$ cat config.mk
export PLATFORM = sky130hd
export DESIGN_NAME = slot_game_ctrl
export DESIGN_NICKNAME = d
export VERILOG_FILES = /design/src/rtl/slot_game_ctrl.sv
export SDC_FILE = /design/constraint.sdc
export NUM_CORES = 1
export LEC_CHECK = 0
export CELL_PAD_IN_SITES_DETAIL_PLACEMENT = 0
export CELL_PAD_IN_SITES_GLOBAL_PLACEMENT = 1
export CORE_MARGIN = 1
export CORE_UTILIZATION = 30
export DETAILED_ROUTE_END_ITERATION = 7
export PLACE_DENSITY_LB_ADDON = 0.1
export SYNTH_ARGS = -nofsm -noshare
export SYNTH_HDL_FRONTEND = slang
export SYNTH_SLANG_ARGS = --single-unit
$ cat constraint.sdc
create_clock -name clk -period 5.37 [get_ports clk]
set_clock_uncertainty 0.1 [all_clocks]
set_input_delay 0.8055 -clock clk [delete_from_list [all_inputs] [get_ports clk]]
set_output_delay 0.8055 -clock clk [all_outputs]
set_load 0.005 [all_outputs]
$ cat src/rtl/slot_game_ctrl.sv
// Slot machine game controller: credit/bet bookkeeping, reels engine sequencing,
// paytable scoring and rate-limited payout of wins back into credits.
module slot_game_ctrl #(
  parameter int unsigned CREDIT_W    = 10,
  parameter int unsigned MAX_CREDITS = 999,
  parameter int unsigned MAX_BET     = 3,
  parameter int unsigned PAYOUT_DIV  = 4
) (
  input  logic                clk,
  input  logic                rst,
  input  logic                coin_in,
  input  logic                bet_btn,
  input  logic                spin_btn,
  input  logic                reels_done,
  input  logic [8:0]          reels_symbols,
  output logic                reels_start,
  output logic [CREDIT_W-1:0] credits,
  output logic [1:0]          bet,
  output logic [CREDIT_W-1:0] last_win,
  output logic                busy,
  output logic                payout_active
);

  localparam int unsigned         DIV_W    = (PAYOUT_DIV > 1) ? $clog2(PAYOUT_DIV) : 1;
  localparam logic [DIV_W-1:0]    DIV_LAST = DIV_W'(PAYOUT_DIV - 1);
  localparam logic [CREDIT_W:0]   CRED_MAX = (CREDIT_W + 1)'(MAX_CREDITS);
  localparam logic [1:0]          BET_MAX  = 2'(MAX_BET);

  typedef enum logic [1:0] {
    IDLE,
    SPINNING,
    EVAL,
    PAYOUT
  } state_t;

  state_t              state_q, state_d;
  logic [CREDIT_W-1:0] credits_q, credits_d;
  logic [1:0]          bet_q, bet_d;
  logic [CREDIT_W-1:0] last_win_q, last_win_d;
  logic                start_q, start_d;
  logic                busy_q, busy_d;
  logic                pay_act_q, pay_act_d;
  logic [8:0]          sym_q, sym_d;
  logic [CREDIT_W-1:0] pay_q, pay_d;
  logic [DIV_W-1:0]    div_q, div_d;

  logic [2:0]          s0, s1, s2;
  logic [1:0]          cherries;
  logic [6:0]          mult;
  logic [8:0]          win_full;
  logic [CREDIT_W-1:0] win;

  logic                spin_ok;
  logic                pay_tick;
  logic [CREDIT_W:0]   cred_sum;
  logic [CREDIT_W:0]   cred_sat;

  // Paytable: three-of-a-kind uses the fixed table, otherwise cherries pay.
  always_comb begin
    s0       = sym_q[2:0];
    s1       = sym_q[5:3];
    s2       = sym_q[8:6];
    cherries = 2'(s0 == 3'd0) + 2'(s1 == 3'd0) + 2'(s2 == 3'd0);
    mult     = '0;
    if ((s0 == s1) && (s1 == s2)) begin
      case (s0)
        3'd0:    mult = 7'd10;
        3'd1:    mult = 7'd5;
        3'd2:    mult = 7'd10;
        3'd3:    mult = 7'd15;
        3'd4:    mult = 7'd20;
        3'd5:    mult = 7'd25;
        3'd6:    mult = 7'd50;
        default: mult = 7'd100;
      endcase
    end else begin
      case (cherries)
        2'd0:    mult = 7'd0;
        2'd1:    mult = 7'd1;
        default: mult = 7'd3;
      endcase
    end
    win_full = {7'd0, bet_q} * {2'd0, mult};
    win      = CREDIT_W'(win_full);
  end

  always_comb begin
    state_d    = state_q;
    bet_d      = bet_q;
    last_win_d = last_win_q;
    start_d    = 1'b0;
    sym_d      = sym_q;
    pay_d      = pay_q;
    div_d      = div_q;
    spin_ok    = 1'b0;
    pay_tick   = 1'b0;

    case (state_q)
      IDLE: begin
        if (spin_btn && (credits_q >= CREDIT_W'(bet_q))) begin
          spin_ok    = 1'b1;
          last_win_d = '0;
          start_d    = 1'b1;
          state_d    = SPINNING;
        end else if (bet_btn) begin
          bet_d = (bet_q >= BET_MAX) ? 2'd1 : bet_q + 2'd1;
        end
      end
      SPINNING: begin
        if (reels_done) begin
          sym_d   = reels_symbols;
          state_d = EVAL;
        end
      end
      EVAL: begin
        last_win_d = win;
        if (win == '0) begin
          state_d = IDLE;
        end else begin
          pay_d   = win;
          div_d   = '0;
          state_d = PAYOUT;
        end
      end
      PAYOUT: begin
        if (div_q == DIV_LAST) begin
          div_d    = '0;
          pay_tick = 1'b1;
          pay_d    = pay_q - CREDIT_W'(1);
          if (pay_q == CREDIT_W'(1)) begin
            state_d = IDLE;
          end
        end else begin
          div_d = div_q + DIV_W'(1);
        end
      end
      default: state_d = IDLE;
    endcase

    // Coin and payout increments saturate first; the bet is debited from the saturated sum.
    cred_sum = {1'b0, credits_q} + (CREDIT_W + 1)'(coin_in) + (CREDIT_W + 1)'(pay_tick);
    cred_sat = (cred_sum > CRED_MAX) ? CRED_MAX : cred_sum;
    if (spin_ok) begin
      cred_sat = cred_sat - (CREDIT_W + 1)'(bet_q);
    end
    credits_d = cred_sat[CREDIT_W-1:0];

    busy_d    = (state_d != IDLE);
    pay_act_d = (state_d == PAYOUT);
  end

  always_ff @(posedge clk) begin
    if (rst) begin
      state_q    <= IDLE;
      credits_q  <= '0;
      bet_q      <= 2'd1;
      last_win_q <= '0;
      start_q    <= 1'b0;
      busy_q     <= 1'b0;
      pay_act_q  <= 1'b0;
      sym_q      <= '0;
      pay_q      <= '0;
      div_q      <= '0;
    end else begin
      state_q    <= state_d;
      credits_q  <= credits_d;
      bet_q      <= bet_d;
      last_win_q <= last_win_d;
      start_q    <= start_d;
      busy_q     <= busy_d;
      pay_act_q  <= pay_act_d;
      sym_q      <= sym_d;
      pay_q      <= pay_d;
      div_q      <= div_d;
    end
  end

  assign reels_start   = start_q;
  assign credits       = credits_q;
  assign bet           = bet_q;
  assign last_win      = last_win_q;
  assign busy          = busy_q;
  assign payout_active = pay_act_q;

endmodule

==> flow_summary.yaml, run 1 <==
grt:
  grt_pass1_wl_um: 15200
  grtUsageTotal_pct: 17.2
  grt_max_degree: 42
  grt_pass1_vias: 2964
  antenna_found_initial: 0
  overflow: 0
yosys:
  synth_mux_area_share_pct: 4.71
  synth-adder-area-share_pct: 8.40
  seq_area_frac_synth_pct: 29.5
  syn_avg_cell_area_um2: 7.72
  synth_seq_cells: 47
  synth_nets: 447
  yosysWarnings: 0
  synth-simple-area-share_pct: 27.0
  synth-compound-area-share_pct: 20.2
  synth_edf_count: 0
  syn_area_um2: 3190
  yosysUniqueCellTypes: 59
  synthCells: 413
  synth_top_family_by_area: "simple AND/OR/NAND/NOR gates"
  ys.flop_type: "dfxtp_1"
  synth-xor-area-share_pct: 4.67
  async_flop_share_pct: 0
placement:
  post-place-ws_ns: 0.287
  place.gp.congestion: 0.805
  portBuffers: 38
  dp_hpwl_um: 6610
  dp_cells: 569
timing:
  worst_slack_ns: 0.627
  finalHoldViolCount: 0
  grt_setup_unrepaired: "false"
  relSlewSlack_pct: 33.4
  tightest_slew_ns: 0.992
  min_period_ns: 4.74
  timing.final.crit_share_pct: 88.3
  setup_viol: 0
  setup_tns_ns: 0
  fmax_ghz: 0.211
  finalMaxSlewViolations: 0
  holdWs_ns: 0.358
finish:
  nets: 474
  area_growth_pct: 18.0
  diodes: 0
  drive_gt1_share_pct: 3.63
  final_cell_mix: "nor2_1 (47), dfxtp_1 (47), nand2_1 (38), clkdlybuf4s50_1 (38), a21oi_1 (32)"
  fin_cells: 577
clocking:
  cts_buffers: 5
  cts_num_sinks: 47
  clk_path_buf_depth: 2
  clk_pin_slew_ns: 0.10
  insertion_delay_ns: 0.31
  cts_setup_buffers: 0
  post_cts_resized: 0
  h-tree-depth: 2
  cts_tree: "yes"
  cts_hold_buf: 0
  cts_root_buf: "clkbuf_8"
floorplanning:
  die_y_um: 105
  die-area_um2: 11000
  core_area_um2: 10300
  fp.dieW_um: 105
  placementRows: 37
  initial_utilization_pct: 30.9
  io_pins: 40
route:
  wire_per_inst_um: 15.6
  num_vias: 3068
  drt_iter0_markers: 129
  first_pass_iters: 4
  postRouteAntennaNets: 0
  drt-total-wl_um: 9020
  vias_per_cell: 5.32
  drc: 0
worst_setup_path:
  cp.required_ns: 5.45
  rrSetupSlack_ns: 0.63
  endpoint_kind: "flip-flop"
  critPathKind: "in -> reg"
  max_stage_delay_ns: 0.51
  crit_arrival_ns: 4.82
  slowest_stage: "fa_1"
  path_max_fanout: 11
  startpoint_type: "input port"
  critPathLaunch: "coin_in"
  r2r_start: "state_q[1]"
  r2r_end: "credits[5]"
  reg2reg_depth: 19
  critPathTopFamily: "compound AO/OA/AOI/OAI gates"
  path_buf_inv: 1
  cp_cell_sequence: "clkdlybuf4s50_1 -> fa_1 -> ha_1 -> and2_1 -> o31a_1 -> o22a_1 -> o31a_1 -> nand2b_1 -> ha_1 -> a211oi_1 -> o2111ai_1 -> mux2i_1 -> o22a_1 -> xor2_1 -> a21oi_1"
power:
  vdd_drop_max_mv: 0.198
  power.density_nw_per_um2: 466
  p_leak_nw: 1.42
  report.power.total_mw: 1.75
run_status:
  status: "finished clean"
min_path:
  holdPathStages: 2
  hp-class: "reg -> reg"
  min_from: "div_q[1]"
  holdPathEnd: "div_q[1]"
flow_run:
  cap_violations: 0
power by group:
part           internal [mW]  switching [mW]
combinational          0.447           0.528
clock                 0.0916           0.137
sequential             0.424           0.125
cell type report:
class                      count  area (um2)
clock buffer                   6        72.6
clock inverter                 2        12.5
fill                        1105        6560
inverter                      21        78.8
multi-input combinational    323        2080
sequential                    47         941
tap                          136         170
timing repair buffer          42         410
metal layers:
layer / share of wire, % / track usage, %
met3: 2.4 / 2.25
met1: 48 / 22.7
met5: 0 / 0
met2: 48 / 28.9
met4: 1.5 / 5.94
through the flow:
| step | util, % | area (um2) |
|---|---|---|
| finish | 36.4 | 3760 |
| floorplan | - | 3190 |
| global placement | 35.6 | 3680 |
| detailed placement | 35.6 | 3680 |
| global route | 36.4 | 3760 |
| CTS | 36.4 | 3760 |
cell families after synthesis:
family	after synthesis
AOI/OAI and AO/OA	95
xor gates and xnor gates	17
adders and majority gates	19
buffers and inverters	43
DFF	47
muxes	15
other	1
and+or+nand+nor	176
synth_stat cells, types with 3 or more instances:
master    count  area, um2
dfxtp_1      47        941
nor2_1       47        176
nand2_1      38        143
a21oi_1      32        160
nand3_1      22        110
inv_1        21       78.8
clkbuf_1     17       63.8
ha_1         15        188
mux2i_1      15        150
xnor2_1      13        114
or3_1        12       75.1
nor3_1       10       50.1
o21ai_0       9       45.0
a31oi_1       8       50.1
and2_1        8       50.1
and3_1        7       43.8
nand4_1       7       43.8
nand2b_1      6       37.5
nor2b_1       5       31.3
nor4_1        5       31.3
o32ai_1       5       43.8
fa_1          4       80.1
o211ai_1      4       30.0
xor2_1        4       35.0
a211oi_1      3       22.5
a21boi_0      3       22.5
a21o_1        3       22.5
o31a_1        3       26.3
sequential cells by signal, summed over array words and instances, names as in the netlist:
| signal | flops |
|---|---|
| bet | 2 |
| busy | 1 |
| credits | 10 |
| div_q | 2 |
| last_win | 9 |
| pay_q | 10 |
| payout_active | 1 |
| reels_start | 1 |
| state_q | 2 |
| sym_q | 9 |
worst max-delay path by stage:
stage	endpoint	slack, ns	cells past startpoint
after floorplan	credits[4]	1.12	15
after global placement	credits[5]	0.47	15
after detailed placement	credits[5]	0.29	15
after CTS	credits[5]	0.60	19
after global routing	credits[5]	0.18	19
final	credits[5]	0.63	15
worst min-delay path, cell delays in order (launching register included):
cell	delay, ns
dfxtp_1	0.33
nand2_1	0.05
o21ai_1	0.05
Power figures use the tool's default switching activity.
==> run 2: changes to the inputs <==
GPL_TIMING_DRIVEN = 0   (was unset)
clock period = 6.1 ns   (was 5.37 ns; I/O delays follow)
==> run 2 against run 1 <==
Net effect: sequential share of layout area decreased by 0.43 points; global-route usage increased by 0.47 points; setup slack improved by 0.45 ns; clock power is 12% lower; design area is 1.7% higher; combinational power down 8.7%; via count grew 0.68%; core utilization grew 0.63 points; first-iteration DRC count shrank 31%; register-to-register slack improved by 0.63 ns; largest power group unchanged; highest routed layer unchanged.
==> flow_summary.yaml, run 2 (same netlist as run 1, synthesis figures left out) <==
route:
  vias_per_cell: 5.20
  first_pass_iters: 4
  wire_per_inst_um: 15.7
  drt-total-wl_um: 9300
  drc: 0
  num_vias: 3089
  drt_iter0_markers: 89
  postRouteAntennaNets: 0
flow_run:
  cap_violations: 0
clocking:
  insertion_delay_ns: 0.30
  cts_setup_buffers: 0
  clk_pin_slew_ns: 0.09
  clk_path_buf_depth: 2
  h-tree-depth: 2
  cts_tree: "yes"
  post_cts_resized: 0
  cts_hold_buf: 0
  cts_num_sinks: 47
  cts_root_buf: "clkbuf_8"
  cts_buffers: 5
worst_setup_path:
  crit_arrival_ns: 5.12
  critPathLaunch: "coin_in"
  cp.required_ns: 6.20
  r2r_end: "credits[4]"
  cp_cell_sequence: "clkdlybuf4s50_1 -> fa_1 -> ha_1 -> clkbuf_1 -> nor2b_1 -> o311a_1 -> o22ai_1 -> o31a_1 -> nor2b_1 -> ha_1 -> inv_1 -> fa_1 -> or3_1 -> a32oi_1 -> xor2_1 -> nor2_1"
  max_stage_delay_ns: 0.53
  startpoint_type: "input port"
  rrSetupSlack_ns: 1.26
  critPathKind: "in -> reg"
  endpoint_kind: "flip-flop"
  path_max_fanout: 10
  reg2reg_depth: 19
  r2r_start: "state_q[1]"
  slowest_stage: "fa_1"
finish:
  fillers: 1142
  fin_util_pct: 37.1
  diodes: 0
  area_growth_pct: 20.0
  nets: 492
  drive_gt1_share_pct: 3.49
  register_area_um2: 941
  final_cell_mix: "nor2_1 (47), dfxtp_1 (47), nand2_1 (38), clkdlybuf4s50_1 (38), a21oi_1 (32)"
  multi_input_area_um2: 2080
timing:
  grt_setup_unrepaired: "false"
  fmax_ghz: 0.199
  worst_slack_ns: 1.08
  relSlewSlack_pct: 36.8
  setup_tns_ns: 0
  timing.final.crit_share_pct: 82.3
  finalMaxSlewViolations: 0
  setup_viol: 0
  min_period_ns: 5.02
  finalHoldViolCount: 0
  tightest_slew_ns: 0.949
  holdWs_ns: 0.361
min_path:
  hp-class: "reg -> reg"
  holdPathEnd: "div_q[1]"
  holdPathStages: 2
  min_from: "div_q[1]"
grt:
  overflow: 0
  grtUsageTotal_pct: 17.7
  antenna_found_initial: 0
  grt_pass1_wl_um: 15600
  grt_max_degree: 14
  grt_pass1_vias: 3040
floorplanning:
  die-area_um2: 11000
  core_area_um2: 10300
  placementRows: 37
  die_y_um: 105
  initial_utilization_pct: 30.9
  io_pins: 40
  fp.dieW_um: 105
power:
  report.power.total_mw: 1.54
  vdd_drop_max_mv: 0.137
  power.density_nw_per_um2: 403
  p_leak_nw: 1.45
placement:
  dp_hpwl_um: 7090
  portBuffers: 38
  place.gp.congestion: 0.777
  post-place-ws_ns: 0.742
run_status:
  status: "finished clean"
## run 2: cell count changes in the layout (fill, tap and decap cells not counted), sizes merged
cell and change:
clkbuf +17, clkinvlp -1, buf +1
## run 2: worst max-delay path by stage
stage,to,slack (ns),cells after the start
5_1_grt,credits[5],0.82,16
3_5_place_dp,credits[5],0.74,16
6_report,credits[4],1.08,16
4_1_cts,credits[4],1.06,16
3_3_place_gp,credits[5],0.72,17
2_1_floorplan,credits[4],1.74,15
## run 2: through the flow
| step | instances | instance area (um2) |
|---|---|---|
| after floorplan | 413 | 3190 |
| after global placement | 587 | 3740 |
| after detailed placement | 587 | 3740 |
| after CTS | 594 | 3830 |
| after global routing | 594 | 3830 |
| final | 594 | 3830 |
## run 2: metal layers
layer	wire length, um	vias to the layer above	part of all wire [%]	GRT usage, %
li1	-	1571	-	-
met1	4460	1471	48	23.1
met2	4530	42	49	30.7
met3	229	5	2.5	2.18
met4	79	0	0.85	4.73
met5	0	-	0	0
## run 2: layout make-up
cell class | instances | share of cell area [%]
tap | 136 | 4.45
timing repair buffer | 38 | 9.94
clock inverter | 1 | 0.131
clock buffer | 6 | 2.16
sequential | 47 | 24.6
buffer | 22 | 2.42
multi-input combinational | 323 | 54.3
inverter | 21 | 2.06
## run 2: critical path: cells and delay by family
family                   cells  cell delay, ns
adder cells (fa/ha/maj)      4            1.35
AND/OR/NAND/NOR              4            0.86
AO/OA/AOI/OAI                4            1.10
buffers and inverters        3            0.72
XOR/XNOR                     1            0.16
## run 2: power by group
part	switching, mW	internal [mW]
Clock	0.111	0.0894
Sequential	0.0793	0.374
Combinational	0.500	0.389
==> run 3: changes to the inputs <==
clock period = 5.2 ns   (was 6.1 ns; I/O delays follow)
==> run 3 against run 2 <==
Net effect: core utilization is essentially flat; sequential power grew 17%; flip-flop and latch count stayed put; clock power grew 17%.
==> flow_summary.yaml, run 3 (same netlist as run 1, synthesis figures left out) <==
run_status:
  status: "finished clean"
route:
  num_vias: 3083
  drt-total-wl_um: 9290
  drc: 0
  wl_met3_um: 167
  first_pass_iters: 4
  postRouteAntennaNets: 0
  drt_iter0_markers: 91
  wire_per_inst_um: 15.6
  vias_per_cell: 5.19
  wl_met2_um: 4500
  maxUsedRoutingLayer: "met4"
  m1WireLength_um: 4550
clocking:
  cts_tree: "yes"
  insertion_delay_ns: 0.30
  cts_num_sinks: 47
  cts_root_buf: "clkbuf_8"
  cts_setup_buffers: 0
  cts_buffers: 5
  clk_pin_slew_ns: 0.09
  h-tree-depth: 2
  clk_path_buf_depth: 2
worst_setup_path:
  critPathKind: "in -> reg"
  startpoint_type: "input port"
  cp.required_ns: 5.30
  endpoint_kind: "flip-flop"
  path_max_fanout: 10
  crit_arrival_ns: 4.93
placement:
  dpl_cell_area_um2: 3740
  dp_hpwl_um: 7090
  dp_cells: 587
  portBuffers: 38
  place.gp.congestion: 0.777
finish:
  diodes: 0
  final_area_um2: 3830
  drive_gt1_share_pct: 3.71
  fin_cells: 594
  nets: 492
  area_growth_pct: 20.0
  fillers: 1144
  fin_util_pct: 37.1
  final_cell_mix: "nor2_1 (47), dfxtp_1 (47), nand2_1 (38), clkdlybuf4s50_1 (38), a21oi_1 (32)"
power:
  vdd_drop_max_mv: 0.160
  power.density_nw_per_um2: 473
  p_leak_nw: 1.46
grt:
  grt_max_degree: 14
  grt_pass1_vias: 3040
  overflow: 0
  grtUsageTotal_pct: 17.7
  antenna_found_initial: 0
  grt_pass1_wl_um: 15600
timing:
  timing.final.crit_share_pct: 92.9
  setup_viol: 0
  relSlewSlack_pct: 36.8
  fmax_ghz: 0.207
  tightest_slew_ns: 0.949
  finalMaxSlewViolations: 0
  grt_setup_unrepaired: "false"
  finalHoldViolCount: 0
  min_period_ns: 4.83
  setup_tns_ns: 0
floorplanning:
  die-area_um2: 11000
  fp.dieW_um: 105
  initial_utilization_pct: 30.9
  core_area_um2: 10300
  die_y_um: 105
  placementRows: 37
  io_pins: 40
min_path:
  hp-class: "reg -> reg"
flow_run:
  cap_violations: 0
## run 3: cell count changes in the layout (fill, tap and decap cells not counted)
cell	previous run	this run
clkbuf_1	17	16
clkbuf_2	0	1
## run 3: layout make-up
class | count | area (um2) | share of cell area, %
multi-input cells | 323 | 2080 | 54.2
well taps | 136 | 170 | 4.44
clock inverters | 1 | 5.00 | 0.131
repair buffers | 38 | 380 | 9.93
clock buffers | 6 | 82.6 | 2.16
flip-flops and latches | 47 | 941 | 24.6
inverters | 21 | 78.8 | 2.06
plain buffers | 22 | 93.8 | 2.45
## run 3: power by group
group,total (mW),internal [mW],switching (mW)
Sequential,0.531,0.438,0.0927
Combinational,1.04,0.456,0.587
Clock,0.235,0.105,0.130
Total,1.81,0.999,0.810
## run 3: per-stage QoR
| stage | worst slack (ns) | hold WS [ns] | total power, mW |
|---|---|---|---|
| after floorplan | 0.971 | 0.332 | 1.24 |
| final | 0.368 | 0.361 | 1.81 |
| after global routing | 0.141 | 0.402 | 1.98 |
| after CTS | 0.295 | 0.363 | 1.83 |
| after global placement | -0.0414 | 0.344 | 1.58 |
| after detailed placement | -0.0234 | 0.349 | 1.58 |
## run 3: final timing paths
path / startpoint / depth (start not counted) / to / slack, ns
worst max-delay path: coin_in / 16 / credits[4] / 0.37
worst min-delay path: div_q[1] / 2 / div_q[1] / 0.36
worst max register to register: state_q[1] / 19 / credits[4] / 0.50
worst min register to register: div_q[1] / 2 / div_q[1] / 0.36
## run 3: critical path, cell delays in order
cell	delay [ns]
clkdlybuf4s50_1	0.44
fa_1	0.53
ha_1	0.24
clkbuf_2	0.19
nor2b_1	0.17
o311a_1	0.29
o22ai_1	0.17
o31a_1	0.38
nor2b_1	0.23
ha_1	0.17
inv_1	0.06
fa_1	0.42
or3_1	0.38
a32oi_1	0.26
xor2_1	0.16
nor2_1	0.05
## run 3: routing by layer
metal  vias to the layer above  global-route usage [%]
met5                         -                       0
met4                         0                    4.73
met3                         5                    2.18
met2                        39                    30.7
met1                      1468                    23.1
li1                       1571                       -
## run 3: timing repair
action | 4_1_cts | 5_1_grt
resized for setup | 0 | 2
endpoints found under the setup margin | 0 | 2
hold buffers | 0 | 0
